### src/rtl/score_pkg.sv
// Shared types for the score display path: BCD digit, multi-digit score and controller states.
// DIGITS sets the score width, 0 .. 10^DIGITS-1.
package score_pkg;

    localparam int DIGITS = 3;

    typedef logic [3:0] bcd_t;
    typedef bcd_t [DIGITS-1:0] score_t;

    typedef enum logic {
        IDLE = 1'b0,
        ADD  = 1'b1
    } score_state_t;

    function automatic logic isMaxScore(input score_t s);
        logic m;
        m = 1'b1;
        for (int i = 0; i < DIGITS; i++) begin
            if (s[i] != 4'd9) m = 1'b0;
        end
        return m;
    endfunction

endpackage

### src/rtl/bcd_increment.sv
// Combinational +1 on a multi-digit BCD score with a ripple 9->0 carry chain.
// carryOut is set when every digit wrapped.
module bcd_increment
    import score_pkg::*;
(
    input  score_t in,
    output score_t out,
    output logic   carryOut
);

    always_comb begin
        logic c;
        c   = 1'b1;
        out = in;
        for (int i = 0; i < DIGITS; i++) begin
            if (c) begin
                if (in[i] == 4'd9) begin
                    out[i] = 4'd0;
                end else begin
                    out[i] = in[i] + 4'd1;
                    c      = 1'b0;
                end
            end
        end
        carryOut = c;
    end

endmodule

### src/rtl/score_controller.sv
// Score owner: queues point awards, drains them one BCD increment per clock, drives the digits.
// Optional blink after each change when SCORE_BLINK_EN is defined.
module score_controller
    import score_pkg::*;
#(
    parameter int POINTS_W     = 4,
    parameter int PENDING_W    = 8,
    parameter int BLINK_FRAMES = 32,
    parameter int BLINK_HALF   = 4
) (
    input  logic                  clk,
    input  logic                  resetN,
    input  logic                  newGame,
    input  logic                  pointsValid,
    input  logic [POINTS_W-1:0]   points,
    input  logic                  startOfFrame,
    output logic [DIGITS*4-1:0]   numbersToShow,
    output logic                  busy,
    output logic                  saturated,
    output logic                  scoreVisible
);

    localparam logic [PENDING_W-1:0] PENDING_MAX = '1;

    score_state_t          state_q;
    score_t                digits_q;
    score_t                digits_inc;
    logic [PENDING_W-1:0]  pending_q;
    logic [PENDING_W-1:0]  pending_d;
    logic [PENDING_W:0]    pendingSum;
    logic                  saturated_q;
    logic                  scoreInc;
    logic                  unused_carry;

    bcd_increment u_inc (
        .in       (digits_q),
        .out      (digits_inc),
        .carryOut (unused_carry)
    );

    // Pending never underflows: ADD is only held while pending is non-zero.
    always_comb begin
        pendingSum = {1'b0, pending_q}
                   + (PENDING_W+1)'(pointsValid ? points : '0)
                   - (PENDING_W+1)'(state_q == ADD);
        pending_d  = pendingSum[PENDING_W] ? PENDING_MAX : pendingSum[PENDING_W-1:0];
        scoreInc   = (state_q == ADD) && !isMaxScore(digits_q) && !newGame;
    end

    always_ff @(posedge clk or negedge resetN) begin
        if (!resetN) begin
            state_q     <= IDLE;
            digits_q    <= '0;
            pending_q   <= '0;
            saturated_q <= 1'b0;
        end else if (newGame) begin
            state_q     <= IDLE;
            digits_q    <= '0;
            pending_q   <= '0;
            saturated_q <= 1'b0;
        end else begin
            pending_q <= pending_d;
            case (state_q)
                IDLE: begin
                    if (pending_q != '0) state_q <= ADD;
                end
                ADD: begin
                    if (isMaxScore(digits_q)) saturated_q <= 1'b1;
                    else                      digits_q    <= digits_inc;
                    if (pending_d == '0) state_q <= IDLE;
                end
                default: state_q <= IDLE;
            endcase
        end
    end

    assign numbersToShow = digits_q;
    assign busy          = (state_q == ADD) || (pending_q != '0);
    assign saturated     = saturated_q;

`ifdef SCORE_BLINK_EN
    localparam int BCNT_W = $clog2(BLINK_FRAMES + 1);
    localparam int HCNT_W = $clog2(BLINK_HALF + 1);
    localparam logic [BCNT_W-1:0] BLINK_LOAD = BCNT_W'(BLINK_FRAMES);
    localparam logic [HCNT_W-1:0] HALF_LAST  = HCNT_W'(BLINK_HALF - 1);

    logic [BCNT_W-1:0] blinkCnt_q;
    logic [HCNT_W-1:0] halfCnt_q;
    logic              phase_q;

    // Every score change restarts the blink in its invisible half.
    always_ff @(posedge clk or negedge resetN) begin
        if (!resetN) begin
            blinkCnt_q <= '0;
            halfCnt_q  <= '0;
            phase_q    <= 1'b0;
        end else if (newGame) begin
            blinkCnt_q <= '0;
            halfCnt_q  <= '0;
            phase_q    <= 1'b0;
        end else if (scoreInc) begin
            blinkCnt_q <= BLINK_LOAD;
            halfCnt_q  <= '0;
            phase_q    <= 1'b0;
        end else if (startOfFrame && (blinkCnt_q != '0)) begin
            blinkCnt_q <= blinkCnt_q - BCNT_W'(1);
            if (halfCnt_q == HALF_LAST) begin
                halfCnt_q <= '0;
                phase_q   <= ~phase_q;
            end else begin
                halfCnt_q <= halfCnt_q + HCNT_W'(1);
            end
        end
    end

    assign scoreVisible = (blinkCnt_q == '0) || phase_q;
`else
    localparam int unused_blink_cfg = BLINK_FRAMES + BLINK_HALF;
    logic unused_sof;
    logic unused_inc;
    assign unused_sof   = startOfFrame;
    assign unused_inc   = scoreInc;
    assign scoreVisible = 1'b1;
`endif

endmodule
### config.mk
export PLATFORM = sky130hd
export DESIGN_NAME = score_controller
export DESIGN_NICKNAME = d
export VERILOG_FILES = /design/src/rtl/score_pkg.sv /design/src/rtl/bcd_increment.sv /design/src/rtl/score_controller.sv
export SDC_FILE = /design/constraint.sdc
export NUM_CORES = 1
export LEC_CHECK = 0
export BUFFER_PORTS_ARGS = -buffer_cell sky130_fd_sc_hd__buf_4
export CAP_MARGIN = 15
export CORE_MARGIN = 2
export CORE_UTILIZATION = 53
export CTS_BUF_LIST = sky130_fd_sc_hd__clkbuf_4
export DETAILED_ROUTE_END_ITERATION = 12
export HOLD_SLACK_MARGIN = 0.06
export PLACE_DENSITY = 0.86
export SLEW_MARGIN = 20
export SYNTH_ARGS = -nofsm -noshare
export SYNTH_HDL_FRONTEND = slang
export SYNTH_SLANG_ARGS = --single-unit
### constraint.sdc
create_clock -name clk -period 2.36 [get_ports clk]
set_input_delay 0.236 -clock clk [delete_from_list [all_inputs] [get_ports clk]]
set_output_delay 0.236 -clock clk [all_outputs]
set_load 0.01 [all_outputs]
==> metrics.txt, run 1 <==
status=completed; fin cells=228; final hold viol count=0; reg2reg start=state_q$_DFF_PN0_; die area=around 3400 um^2; part of the power in the clock network=a little over a tenth; H-tree depth=1; fillers=roughly 240; Post-Syn Nets=~200; Worst-path clk slew=between 100 and 150 ps; final slew viol count=0; XOR/XNOR share of the synthesized area=under 10%; Setup crit start kind=register; number of max-cap violations=0; grt total ovfl=0; fin crit share=between 90% and 100%; Ant. Diodes=0; Power, Total=2.60 mW; mux contribution to synthesized area=between 1 and 1.5%; Hold/Removal Path Class=input port to register; synthesized flop and latch total=22; largest net degree at the start of global routing=23; vias after detailed routing=~1300; GPL Wtd Cong=roughly 0.84; pwr dens=about 1400 nW/um^2; Skew-Pair Late Insertion Delay=roughly 300 ps; CTS tree=yes; Mean Syn Cell Area=9.25 um^2; number of global-route vias before repair=~1400; Place WS=-115 ps; Antenna Nets Post-Route=0; largest family of logic cells by synthesized area=adder cells; CTS Buffer Depth=2; multi-input logic area=between 900 and 1000 um^2; post-layout min period=between 2000 and 2500 ps; Comb power frac=~69%; Critical Path Sink Type=register; post-synthesis compound-gate area fraction=roughly 16%; Finish-stage setup viols=0; Internal=between 1 and 1.5 mW; Sequential Power Share=20.3%; post-route cell area=approximately 1900 um^2; synthesized cell area=about 1600 um^2; Max Freq=429 MHz; worst setup path start=state_q$_DFF_PN0_; commonest non-fill, non-tap cell in the layout=buf_4; Seq. cell area=~550 um^2; Seq/Total Area, Yosys=a little over a third; Ports=24; dpl cells=~220; FP Rows=19; antenna violations before repair=0; Die Wd=about 58 um; Hold Crit Start=newGame; Final Hold Slack=251 ps; P&R area growth vs syn=22.1%; crit-path max FO=5; Setup WS post-layout=roughly 27 ps; Synth Instances=roughly 170; peak supply drop=roughly 1.3 mV; port bufs=21; RSZ-0062 raised after global routing=true; CTS buffer count=3; Synth Area in Simple Gates=14.7%; Final Core Density=between 60 and 70%; die height=~58 um; CP required=approximately 2600 ps; Core Area=between 2000 and 3000 um^2; drt first-iter violations=59; CTS sink count=22; Synth cell types=34; drt first pass iters=4; Adder-Cell Fraction of Synth Area=between 15 and 20%; GRT Total Usage=between 20% and 30%; Sw Ratio=44.7%; WL final=around 3200 um; share of cells above drive strength 1=24.4%; CTS root buf=clkbuf_4; DR DRC count=0; first-pass GRT wire length=5470 um; Post-DP HPWL=roughly 2500 um; most frequent cells in the layout=buf_4 (26), inv_1 (22), dfrtp_1 (22); critical path class=register to register; switching pwr=roughly 1.2 mW; Wirelength per Cell=14.2 um; Placement Cell Area=about 1800 um^2; vias per cell=~5.6; Initial Util=between 50 and 60%; total negative slack=0 ps; Worst Clk Skew=between 7 and 8 ps; P_leak=between 0.9 and 1 nW; Yosys warning count=0; CP arrival=2520 ps; final net count=~230
cell families after synthesis:
logic type	Yosys count
adder cells (fa/ha/maj)	21
flip-flops	22
AO/OA/AOI/OAI	37
multiplexers	2
AND/OR/NAND/NOR	47
XOR/XNOR	12
other	1
buffers and inverters	26
synthesized netlist by cell type:
cell type  instances  area [um^2]
nand4_1            5         31.3
fa_1               1         20.0
nor2_2             1         6.26
o21ai_0            6         30.0
conb_1             1         3.75
xnor2_4            1         27.5
nor2b_1            1         6.26
o21bai_4           1         18.8
nor2_1            13         48.8
a21o_1             3         22.5
o21a_1             1         7.51
clkbuf_1           2         7.51
o31ai_1            1         7.51
xor2_1             6         52.6
o21bai_1           1         7.51
nand2_1           14         52.6
a31oi_1            1         6.26
buf_4              1         7.51
a41oi_2            2         32.5
a21o_2             1         8.76
a211oi_2           1         12.5
inv_1             23         86.3
and3b_1            2         17.5
nand2b_1           2         12.5
mux2_2             2         22.5
ha_1              20          250
nor4_1             1         6.26
xnor2_1            5         43.8
a21oi_1           18         90.1
and4b_1            1         10.0
dfrtp_1           22          551
a32oi_1            1         8.76
nor3_1             6         30.0
nor3b_1            1         7.51
power groups by stage:
stage	registers (mW)	logic (mW)	clock network [mW]
final	0.528	1.78	0.284
after global routing	0.543	1.94	0.309
after CTS	0.523	1.60	0.288
after detailed placement	0.531	1.49	0
after global placement	0.526	1.41	0
after floorplan	0.529	1.14	0
layout make-up:
class,instances,area share (%)
tap,31,2.04
inverter,23,4.55
clock inverter,1,1.58
sequential,22,29.0
clock buffer,3,1.19
multi-input combinational,121,50.8
timing repair buffer,27,10.8
critical path: stages, from the launching register on:
cell and delay, ps:
dfrtp_1 410, ha_1 290, inv_2 40, ha_4 150, fa_2 350, a211oi_2 200
nor2_2 90, a41oi_2 190, o21bai_4 120, xnor2_4 230, a41oi_2 140
sequential cells by signal, summed over array words and instances (netlist names):
register       flops
saturated          1
pending_q          8
numbersToShow     12
state_q            1
path summary, 6_finish.rpt:
path                                                  to  slack (ps)  depth (start not counted)
setup / recovery                       state_q$_DFF_PN0_          30                         10
hold / removal                    pending_q[6]$_DFF_PN0_         250                          2
setup reg to reg                       state_q$_DFF_PN0_          30                         10
hold reg to reg                    saturated$_DFFE_PN0P_         520                          2
max in group asynchronous  numbersToShow[10]$_DFFE_PN0P_        1780                          2
min in group asynchronous          saturated$_DFFE_PN0P_         340                          2
what timing repair did:
action                     CTS  global route
pin swaps                    2             3
gates resized for setup      1             7
setup endpoints to repair    9             9
hold buffers                 1             0
cloned                       1             0
hold endpoints to repair    22             0
buffers inserted             0             1
routing by layer:
layer	track usage, %	up-vias	wire [um]
met5	0	-	0
met3	2.68	6	82
met1	22.2	608	1380
met4	10.3	0	46
met2	39.6	28	1740
li1	-	630	-
Note: power is estimated with default switching activity, not from simulation.
==> run 2, diff against run 1 <==
--- a/config.mk
+++ b/config.mk
@@ -5,14 +5,15 @@
 export SDC_FILE = /design/constraint.sdc
 export NUM_CORES = 1
 export LEC_CHECK = 0
-export BUFFER_PORTS_ARGS = -buffer_cell sky130_fd_sc_hd__buf_4
 export CAP_MARGIN = 15
 export CORE_MARGIN = 2
-export CORE_UTILIZATION = 53
+export CORE_UTILIZATION = 59
 export CTS_BUF_LIST = sky130_fd_sc_hd__clkbuf_4
 export DETAILED_ROUTE_END_ITERATION = 12
+export DONT_BUFFER_PORTS = 1
 export HOLD_SLACK_MARGIN = 0.06
 export PLACE_DENSITY = 0.86
+export RECOVER_POWER = 100
 export SLEW_MARGIN = 20
 export SYNTH_ARGS = -nofsm -noshare
 export SYNTH_HDL_FRONTEND = slang
==> run 2 against run 1 <==
The run now ends with setup timing left. Clock power fell by 41%. Largest power group unchanged. Highest routed layer unchanged. Die area fell by 9.5%. Utilization rose by 4.2 points. Cell count fell by 5.3%. Combinational power fell by 7%. Sequential share of layout area rose by 1.8 points.
==> metrics.txt, run 2 (synthesis gave the netlist of run 1 again) <==
Power, Total=2.35 mW (-9.3%); reg2reg start=state_q$_DFF_PN0_; Wirelength per Cell=14.0 um (-1.7%); Place WS=-123 ps (-8.04 ps); CTS buffer count=3 (unchanged); critical path, cell by cell=ha_4 -> inv_2 -> ha_4 -> fa_2 -> a211oi_2 -> nor2_2 -> a41oi_2 -> o21bai_4 -> xnor2_4 -> a41oi_2; drt first-iter violations=17 (-71%); CTS Buffer Depth=2 (unchanged); final slew viol count=0 (unchanged); largest net degree at the start of global routing=23 (unchanged); worst path bufs/invs=1 (unchanged); Hold Crit Start=newGame; CTS root buf=clkbuf_4; fin crit share=105% (+6.6 points); number of global-route vias before repair=1243 (-9.6%); WL final=3020 um (-6.9%); critical path class=register to register; GPL Wtd Cong=0.780 (-6.8%); fillers=187 (-21%); share of cells above drive strength 1=16.7% (-7.7 points); FP Rows=18 (-1); Antenna Nets Post-Route=0 (unchanged); DR DRC count=0 (unchanged); RSZ-0062 raised after global routing=true; vias after detailed routing=1206 (-5.2%); Initial Util=62.7% (+6.9 points); Ant. Diodes=0 (unchanged); Skew-Pair Late Insertion Delay=300 ps (about the same); Slew @ Worst Pin=1150 ps; Seq. cell area=552 um^2 (+0.23%); grt total ovfl=0 (unchanged); drt first pass iters=4 (unchanged); Worst path max stage delay=420 ps (about the same); Max Freq=402 MHz (-6.2%); failing checks=setup timing; Critical Path Sink Type=register; status=finished with violations; pwr dens=1310 nW/um^2 (-4.1%); vias per cell=5.58 (about the same); number of max-cap violations=0 (unchanged); final hold viol count=0 (unchanged); die height=55.3 um (-4.9%); Hold/Removal Path Class=input port to register; Core Area=2480 um^2 (-11%); Slew headroom=a little under a quarter; Setup WS post-layout=-128 ps (-155 ps); P&R area growth vs syn=15.4%; CP arrival=2650 ps (+130 ps); post-layout min period=2490 ps (+155 ps); die area=3060 um^2 (-9.5%); P_leak=0.863 nW (-8.7%); H-tree depth=1 (unchanged); first-pass GRT wire length=5380 um (-1.6%); max reg flops=12 (unchanged); most frequent cells in the layout=inv_1 (22), dfrtp_1 (21), ha_1 (18); Setup crit start kind=register; worst setup path start=state_q$_DFF_PN0_; peak supply drop=0.985 mV (-26%); Die Wd=55.3 um (-4.9%); final net count=217 (-4.8%); GRT Total Usage=21.8% (+0.97 points); Post-DP HPWL=2220 um (-10%); CTS tree=yes; Crit path max-delay family=adder cells; Finish-stage setup viols=9 (+9); CTS sink count=22 (unchanged); commonest non-fill, non-tap cell in the layout=inv_1; Ports=24 (unchanged); multi-input logic area=965 um^2 (+0.13%); CP required=2530 ps (-20 ps); Worst-path clk slew=120 ps (about the same); CP max-delay cell=dfrtp_1; port bufs=0 (-100%); Worst Clk Skew=12.3 ps (+4.40 ps); antenna violations before repair=0 (unchanged); crit-path max FO=5 (unchanged)
==> run 2: changes by cell type in the layout (fill, tap and decap cells not counted), sizes merged <==
cell,previous run,this run
buf,26,11
dlygate4sd3,1,4
bufinv,1,0
clkbuf,3,4
clkinv,0,1
==> run 2: metrics by stage <==
step	cells	instance area (um^2)	util, %	TNS [ps]	hold slack [ps]
final	216	1790	72.4	-923	114
after CTS	209	1700	68.7	-73.6	115
after global routing	216	1790	72.4	-1740	116
after floorplan	168	1560	-	-24.4	-59.6
after global placement	198	1600	64.6	-57.6	-59.0
after detailed placement	198	1600	64.6	-668	-59.1
==> run 2: final timing paths <==
kind | to | slack, ps | cells after the start
max reg2reg | state_q$_DFF_PN0_ | -130 | 10
min | numbersToShow[9]$_DFFE_PN0P_ | 110 | 3
max in group asynchronous | numbersToShow[4]$_DFFE_PN0P_ | 920 | 2
min in group asynchronous | numbersToShow[11]$_DFFE_PN0P_ | 660 | 2
min reg2reg | saturated$_DFFE_PN0P_ | 580 | 2
max | state_q$_DFF_PN0_ | -130 | 10
==> run 2: worst min-delay path: cells and delay by family <==
family          cells  cell delay (ps)
compound gates      1               70
simple gates        2               80
==> run 2: routing by layer <==
metal / wire length [um] / track usage [%] / share of wire (%)
met3: 144 / 4.22 / 4.8
met5: 0 / 0 / 0
met1: 1330 / 26.1 / 44
met4: 33 / 8.71 / 1.1
met2: 1520 / 38.1 / 50
==> run 2: timing repair <==
action | CTS | global route
hold endpoints to repair | 37 | 22
setup buffers | 2 | 6
gates resized for setup | 1 | 12
hold buffers | 4 | 1
gates cloned | 1 | 0
setup endpoints to repair | 9 | 10
pin swaps | 3 | 9
==> run 2: final cells by class <==
cell class,instances,area share [%]
Clock inverter,1,0.209
Timing Repair Buffer,16,7.05
Sequential cell,22,30.8
Clock buffer,3,1.26
Inverter,23,4.82
Tap cell,30,2.09
Multi-Input combinational cell,121,53.8
==> run 2: power breakdown <==
group	leakage [nW]	internal, mW	switching [mW]	total (mW)
clock network	0.0154	0.0615	0.107	0.168
registers	0.284	0.467	0.0727	0.540
logic	0.563	0.742	0.904	1.65
==> run 3, diff against run 2 <==
--- a/config.mk
+++ b/config.mk
@@ -6,6 +6,7 @@
 export NUM_CORES = 1
 export LEC_CHECK = 0
 export CAP_MARGIN = 15
+export CORE_ASPECT_RATIO = 0.6
 export CORE_MARGIN = 2
 export CORE_UTILIZATION = 59
 export CTS_BUF_LIST = sky130_fd_sc_hd__clkbuf_4
==> run 3 against run 2 <==
The flow still finishes with violations (setup timing). Cell count down 3.7%. Combinational power up 2%. Via count up 0.75%. Clock power up 4%. Sequential cell count unchanged. Routed wire length up 13%. Sequential share of layout area up 1.6 points. Die area up 0.45%. Critical path type unchanged. Critical endpoint unchanged.
==> metrics.txt, run 3 (synthesis gave the netlist of run 1 again) <==
die area=3070 um^2 (+0.45%); number of max-cap violations=0 (unchanged); Antenna Nets Post-Route=0 (unchanged); largest net degree at the start of global routing=23 (unchanged); post-route cell area=1700 um^2 (-5.2%); Placement Cell Area=1600 um^2 (+0.16%); status=finished with violations; Place WS=-110 ps (+13.2 ps); fin crit share=103% (-2.0 points); drt first-iter violations=76 (+59); CTS root buf=clkbuf_4; most frequent CP cell=a41oi_2; Slew headroom=22.4% (-0.88 points); Critical Path Sink Type=register; GRT Total Usage=24.1% (+2.3 points); Slew @ Worst Pin=1160 ps (+13.3 ps); Post-DP HPWL=2510 um (+13%); most frequent cells in the layout=inv_1 (23), dfrtp_1 (22), ha_1 (19); CTS tree=yes; die height=43.8 um (-21%); Hold Crit Start=newGame; Setup WS post-layout=-81.8 ps (+46.1 ps); vias after detailed routing=1215 (+0.75%); post-layout min period=2440 ps (-46.1 ps); CTS buffer count=3 (unchanged); CTS Buffer Depth=2 (unchanged); port bufs=0 (unchanged); DR DRC count=0 (unchanged); crit-path max FO=5 (unchanged); GPL Wtd Cong=0.847 (+8.5%); critical path class=register to register; share of cells above drive strength 1=11.9% (-4.7 points); FP Rows=14 (-4); Skew-Pair Late Insertion Delay=310 ps (about the same); drt first pass iters=4 (unchanged); max reg flops=12 (unchanged); CP required=2540 ps (about the same); first-pass GRT wire length=5530 um (+2.8%); Core Area=2500 um^2 (+1.1%); H-tree depth=1 (unchanged); worst setup path start=state_q$_DFF_PN0_; CP max-delay cell=dfrtp_1; antenna violations before repair=0 (unchanged); P_leak=0.816 nW (-5.4%); pwr dens=1420 nW/um^2 (+8.0%); CP arrival=2630 ps (-20 ps); number of global-route vias before repair=1151 (-7.4%); reg2reg start=state_q$_DFF_PN0_; Crit path max-delay family=adder cells; vias per cell=5.84 (+4.6%); P&R area growth vs syn=9.34%; Setup crit start kind=register; Max Freq=410 MHz (+1.9%); Worst-path clk slew=120 ps (about the same); Ant. Diodes=0 (unchanged); grt total ovfl=0 (unchanged); Worst Clk Skew=2.46 ps (-9.86 ps); Final Core Density=67.8% (-4.5 points); critical path, cell by cell=ha_1 -> inv_1 -> ha_2 -> fa_2 -> a211oi_2 -> nor2_2 -> a41oi_2 -> o21bai_4 -> xnor2_4 -> a41oi_2; Final Hold Slack=90.9 ps (-22.8 ps); Finish-stage setup viols=8 (-1); peak supply drop=0.916 mV (-7.0%); CTS sink count=22 (unchanged); Initial Util=62.0% (-0.69 points); failing checks=setup timing; commonest non-fill, non-tap cell in the layout=inv_1; RSZ-0062 raised after global routing=true; Worst path max stage delay=400 ps (-20 ps); final net count=207 (-4.6%); worst path bufs/invs=1 (unchanged); final slew viol count=0 (unchanged); Ports=24 (unchanged); final hold viol count=0 (unchanged); Hold/Removal Path Class=input port to register; Wirelength per Cell=16.4 um (+18%); WL final=3420 um (+13%); Die Wd=70.3 um (+27%)
==> run 3: cell count changes in the layout (fill, tap and decap cells not counted), sizes merged <==
cell         change
buf              -8
dlygate4sd3      -2
==> run 3: routing by layer <==
metal	global-route usage [%]	part of all wire [%]	wire, um
met1	31.3	44	1520
met2	41.9	50	1700
met3	6.98	5.5	189
met4	3.46	0.32	11
met5	0	0	0
==> run 3: repair_timing <==
item,in CTS,in global routing
endpoints found under the hold margin,37,22
cloned,1,0
buffers inserted,0,0
endpoints found under the setup margin,9,9
gates resized for setup,3,2
pin swaps,1,2
hold buffers,2,1
==> run 3: worst paths after layout <==
kind	endpoint	slack (ps)	cells after the start
max in group asynchronous	state_q$_DFF_PN0_	980	2
hold / removal	state_q$_DFF_PN0_	90	2
setup reg to reg	state_q$_DFF_PN0_	-80	10
hold reg to reg	saturated$_DFFE_PN0P_	600	2
min in group asynchronous	numbersToShow[4]$_DFFE_PN0P_	700	2
setup / recovery	state_q$_DFF_PN0_	-80	10
==> run 3: layout make-up <==
type / count / area [um^2]
Inverter: 23 / 86.3
Clock buffer: 3 / 22.5
Fill cell: 201 / 806
Multi-Input combinational cell: 121 / 950
Tap cell: 32 / 40.0
Sequential cell: 22 / 551
Clock inverter: 1 / 3.75
Timing Repair Buffer: 6 / 46.3
==> run 3: worst reg2reg max path, stage by stage, from the launching register on <==
cell and delay [ps]:
dfrtp_1 400, ha_1 270, inv_1 40, ha_2 170, fa_2 350, a211oi_2 210
nor2_2 90, a41oi_2 230, o21bai_4 140, xnor2_4 260, a41oi_2 150
==> run 3: power breakdown <==
| group | switching, mW | leakage (nW) | internal, mW |
|---|---|---|---|
| Sequential | 0.0751 | 0.285 | 0.467 |
| Clock | 0.113 | 0.0154 | 0.0618 |
| Combinational | 0.971 | 0.515 | 0.721 |
==> run 3: through the flow <==
| stage | total power [mW] | instances | TNS (ps) |
|---|---|---|---|
| 2_1_floorplan | 1.67 | 168 | -24.4 |
| 3_3_place_gp | 1.88 | 200 | -62.8 |
| 3_5_place_dp | 2.00 | 200 | -589 |
| 4_1_cts | 2.31 | 207 | -186 |
| 5_1_grt | 2.58 | 208 | -1120 |
| 6_report | 2.41 | 208 | -337 |
